[src/rtl/halfadder_pkg.sv]
// rtl/halfadder_pkg.sv - shared constants for the bit-sliced half adder
package halfadder_pkg;

  localparam int HA_MAX_WIDTH = 64;

  // Reset value for the registered sum/carry vectors (sliced to WIDTH by users)
  localparam logic [HA_MAX_WIDTH-1:0] HA_RST_VAL = '0;

endpackage : halfadder_pkg

[src/rtl/halfadder_cell.sv]
// rtl/halfadder_cell.sv - single-bit combinational half-adder cell
module halfadder_cell (
  input  logic a,
  input  logic b,
  output logic s,
  output logic c
);

  assign s = a ^ b;
  assign c = a & b;

endmodule : halfadder_cell

[src/rtl/halfadder_bm.sv]
// rtl/halfadder_bm.sv - WIDTH independent half-adder lanes with optional output register
module halfadder_bm
  import halfadder_pkg::*;
#(
  parameter int WIDTH   = 1,
  parameter bit REG_OUT = 1'b1
) (
  input  logic             clk,
  input  logic             rst,
  input  logic             in_valid,
  input  logic [WIDTH-1:0] a,
  input  logic [WIDTH-1:0] b,
  output logic [WIDTH-1:0] s,
  output logic [WIDTH-1:0] c,
  output logic             out_valid
);

  if (WIDTH < 1 || WIDTH > HA_MAX_WIDTH) begin : g_width_check
    $error("halfadder_bm: WIDTH out of range 1..64");
  end

  logic [WIDTH-1:0] s_comb;
  logic [WIDTH-1:0] c_comb;

  // Lanes never see each other's carry; each cell is fully independent
  for (genvar i = 0; i < WIDTH; i++) begin : g_lane
    halfadder_cell u_cell (
      .a (a[i]),
      .b (b[i]),
      .s (s_comb[i]),
      .c (c_comb[i])
    );
  end

  if (REG_OUT) begin : g_reg
    logic [WIDTH-1:0] s_d, s_q;
    logic [WIDTH-1:0] c_d, c_q;
    logic             out_valid_d, out_valid_q;

    // Data holds on idle cycles; only the valid flag follows in_valid every cycle
    always_comb begin
      s_d         = s_q;
      c_d         = c_q;
      out_valid_d = in_valid;
      if (in_valid) begin
        s_d = s_comb;
        c_d = c_comb;
      end
    end

    always_ff @(posedge clk) begin
      if (rst) begin
        s_q         <= HA_RST_VAL[WIDTH-1:0];
        c_q         <= HA_RST_VAL[WIDTH-1:0];
        out_valid_q <= 1'b0;
      end else begin
        s_q         <= s_d;
        c_q         <= c_d;
        out_valid_q <= out_valid_d;
      end
    end

    assign s         = s_q;
    assign c         = c_q;
    assign out_valid = out_valid_q;
  end else begin : g_comb
    // Clock and reset are intentionally unused in the stateless variant
    logic unused_clk_rst;
    assign unused_clk_rst = clk ^ rst;

    assign s         = s_comb;
    assign c         = c_comb;
    assign out_valid = in_valid;
  end

endmodule : halfadder_bm

[config.mk]
export PLATFORM = sky130hd
export DESIGN_NAME = halfadder_bm
export DESIGN_NICKNAME = d
export VERILOG_FILES = /design/src/rtl/halfadder_pkg.sv /design/src/rtl/halfadder_cell.sv /design/src/rtl/halfadder_bm.sv
export SDC_FILE = /design/constraint.sdc
export NUM_CORES = 1
export LEC_CHECK = 0
export ABC_CLOCK_PERIOD_IN_PS = 800
export CAP_MARGIN = 20
export CORE_AREA = 2 2 39 41
export DETAILED_ROUTE_END_ITERATION = 8
export DIE_AREA = 0 0 41 43
export PLACE_DENSITY = 0.3
export SLEW_MARGIN = 10
export SYNTH_ARGS = -nofsm -noshare
export SYNTH_HDL_FRONTEND = slang
export SYNTH_SLANG_ARGS = --single-unit
[constraint.sdc]
create_clock -name clk -period 0.8 [get_ports clk]
set_input_delay 0.2 -clock clk [delete_from_list [all_inputs] [get_ports clk]]
set_output_delay 0.2 -clock clk [all_outputs]
set_load 0.02 [all_outputs]
# Yosys cells after proc, flatten, opt, wreduce, memory -nomap -nowiden
# Cells that the tools add are included.
[totals]
output_inout_bits = 3
wordCells = 5
regBits = 3
input_bits = 5
[classes]
n_bitwise = 2
[ops]
columns = ["operator", "count"]
rows = [
  ["$and A1 B1 Y1", 1],
  ["$xor A1 B1 Y1", 1],
]

# Logic depth before layout (Yosys ltp)
[logic_depth]
depth_word = 1
depth_mapped = 3
ltp_nobuf = 3

# By module
# Synthesis repeated with hierarchy kept, for this count alone.
[unflattened]
cells_unflattened = 9
hier_area_um2 = 106.4
[by_module_without_submodules]
columns = ["mod", "cells_per_inst", "area_each_um2", "instances", "seq_area_each_um2"]
rows = [
  ["halfadder_bm", 8, 93.8, 1, 60.1],
  ["halfadder_cell", 1, 12.5, 1, 0.0],
]

# Least setup slack after synthesis
# No wires, ideal clock.
[synth_timing]
path_type = "input port to flip-flop"
start = "in a"
end = "reg g_reg.s_q, in the netlist s"
setup_time_ps = 114
t_required_ps = 686
path_slack_ps = 61
cell_stages = 3
path_buffers = 0
arrival_time_ps = 625
cell_sequence = "ha_1 -> mux2i_1 -> nor2_1"
[synth_via]
elab_chain_cells = 1
[synth_rtl]
columns = ["element", "line", "rtl"]
rows = [
  ["start, declared", "halfadder_bm.sv:11", "input logic [WIDTH-1:0] a,"],
  ["$xor A1 B1 Y1", "halfadder_cell.sv:9", "assign s = a ^ b;"],
  ["end signal, assigned", "halfadder_bm.sv:53", "s_q <= HA_RST_VAL[WIDTH-1:0];"],
  ["end, declared", "halfadder_bm.sv:36", "logic [WIDTH-1:0] s_d, s_q;"],
]
# Every way passes these cells.
# A chain may end at the register's enable or synchronous reset.

# Worst setup path after layout
[layout_timing]
start = "reg g_reg.s_q, in the netlist s"
end = "out s"
[layout_lines]
columns = ["element", "line", "rtl"]
rows = [
  ["end, declared", "halfadder_bm.sv:13", "output logic [WIDTH-1:0] s,"],
]
# No word-level cell between the ends.

==> impl_metrics.toml <==
[status]
status = "complete, but fails checks"
violations = "setup timing"

[die]
dieHeight_um = 43
num_io_pins = 8
die_w_um = 41
row_count = 14
die_area_mm2 = 0.00176
initial_utilization_pct = 7.69
core-area_mm2 = 0.00138

[drt]
drt-vias-per-instance = 2.75
drc = 0
drtIter0Drc = 0
num_vias = 99
firstDrtPassIters = 1
wl_per_cell_um = 7.39
routed_wl_um = 266
ant_nets = 0

[synth]
synth_cell_type_count = 5
synthArstFlopShare_pct = 0
synth_area_um2 = 106
synth_top_area_cell = "dfxtp_1"
syn-instance-count = 9
synth_area_per_cell_um2 = 11.8
synth_common_cells = "dfxtp_1, mux2i_1, nor2_1, ha_1, nor2b_1"
synthesis.nets = 15
yosys-top-cells-area = "dfxtp_1, mux2i_1, ha_1"
synth-main-ff-cell = "dfxtp_1"
yosysMostFrequentCell = "dfxtp_1"
synth-seq-area-share_pct = 56.5
synth_warnings = 0
synth_top_area_share_pct = 56.5
synth_edf_count = 0
ys_seq_elements = 3

[layout]
n_antenna_cell = 0
postLayoutCellArea_um2 = 229
drive_above_1_share_pct = 45.0
nets = 27
final_cells = 36
filler_cell_count = 161
final-seq-area_um2 = 63.8
syn2layout_area_growth_pct = 115
multi_input_area_um2 = 46.3

[placement]
placed_cell_area_um2 = 196
dp_slack_ps = -398
gp_congestion = 0.561
portBuffers = 7
dp.cells = 32

[critical_path]
worstReg2RegStart = "c"
cp_num_cells = 1
crit_end = "s"
r2r-end = "c"
max_stage_delay_ps = 330
path_cells = "buf_6"
start_kind = "register"
cp_slowest_cell = "dfxtp_2"
path_buf_inv = 1
endpoint_kind = "output pin"
crit_family = "flip-flops"
worstPathArrival_ps = 670
path_class = "register to output pin"
setup.worst_path.start = "s"
r2r_setup_slack_ps = 200
critPathMaxFanout = 2
ff2ff_path_depth = 2
cp.required_ps = 600

[clock_network]
clock_latency_ps = 230
root_buffer = "clkbuf_4"
cts.sinks = 3
htreeDepth = 1
numCtsBuffers = 3
clock_tree.buffer_depth = 2
cts_tree = "yes"
clkSlewWorstSetupHoldPaths_ps = 40
cts_hold_buf = 0

[global_route]
grt_pass1_vias = 101
gr-total-overflow = 0
grt_start_max_net_pins = 4
track_usage_pct = 4.21
grt_pass1_wl_um = 400
antenna_found_initial = 0

[timing]
maxSlewViolCount = 0
finalHoldViolations = 0
fmax_ghz = 1.14
rsz0062_at_grt = "true"
tightest_slew_ps = 128
fin_skew_ps = 0
period_needed_ps = 874
finalCritPeriodShare_pct = 109
setup_violations = 3
layout_setup_ws_ps = -73.9
slew_headroom_pct = 91.2

[power_and_ir_drop]
vdd.ir_drop.worst_v = 0.000299
p_leak_nw = 0.103
cellPowerDensity_mw_per_mm2 = 2160

[min_path]
hp-class = "input pin to register"
hold_depth = 2

[flow_run]
maxCapViolCount = 0
==> how the worst min path moves through the flow <==
| stage | from | endpoint | slack, ps |
|---|---|---|---|
| 6_report | in_valid | out_valid | 400 |
| 3_5_place_dp | c | c | 500 |
| 4_1_cts | in_valid | out_valid | 390 |
| 2_1_floorplan | rst | out_valid | 270 |
| 3_3_place_gp | c | c | 480 |
| 5_1_grt | in_valid | out_valid | 410 |
==> timing repair <==
item,4_1_cts,5_1_grt
setup endpoints to repair,5,4
cloned,0,0
gates resized for setup,24,2
pin swaps,2,2
setup buffers,0,0
==> area by class of cell <==
class / instances / share of cell area [%]
timing repair buffer: 7 / 31.7
multi-input combinational: 6 / 20.2
sequential: 3 / 27.9
clock buffer: 4 / 11.5
tap: 16 / 8.74
==> layer usage <==
metal / share of wire [%] / wire length [um] / vias to the layer above / GRT usage [%]
met5: 0 / 0 / - / 0
met4: 0 / 0 / 0 / 6.00
met3: 24 / 65 / 0 / 4.19
met2: 35 / 93 / 8 / 3.44
met1: 40 / 106 / 40 / 4.47
li1: - / - / 51 / -
==> worst reg2reg max path: stages, from the launching register on <==
cell     delay (ps)
dfxtp_2         310
mux2i_1         130
nor2_1           50
==> through the flow <==
step                hold slack, ps  power [mW]  utilization [%]  TNS, ps
detailed placement             495       0.231             14.2    -1750
finish                         403       0.495             16.5     -194
CTS                            392       0.516             16.4     -236
global placement               481       0.232             14.2    -1790
floorplan                      272       0.189                -        0
global route                   410       0.541             16.5     -280
==> report_power, final <==
group / internal (mW) / switching (mW) / total (mW)
Combinational: 0.0375 / 0.0257 / 0.0631
Clock: 0.187 / 0.0790 / 0.266
Sequential: 0.161 / 0.00529 / 0.166
Total: 0.385 / 0.110 / 0.495
==> registers in the layout, indices dropped and copies added, names as in the netlist <==
signal,cells
c,1
out_valid,1
s,1
==> cell usage in the layout, fill, tap and decap left out, drive strengths merged <==
master         count
clkbuf             4
dfxtp              3
buf                3
mux2i              2
nor2               2
clkdlybuf4s15      2
nor2b              1
ha                 1
dlygate4sd2        1
clkdlybuf4s50      1
==> kinds of logic after synthesis <==
kind of cell | count (synthesis) | synth area share [%]
mux | 2 | 18.8
flops | 3 | 56.5
simple gates | 3 | 12.9
fa+ha+maj | 1 | 11.8
Note: power is estimated with default switching activity, not from simulation.
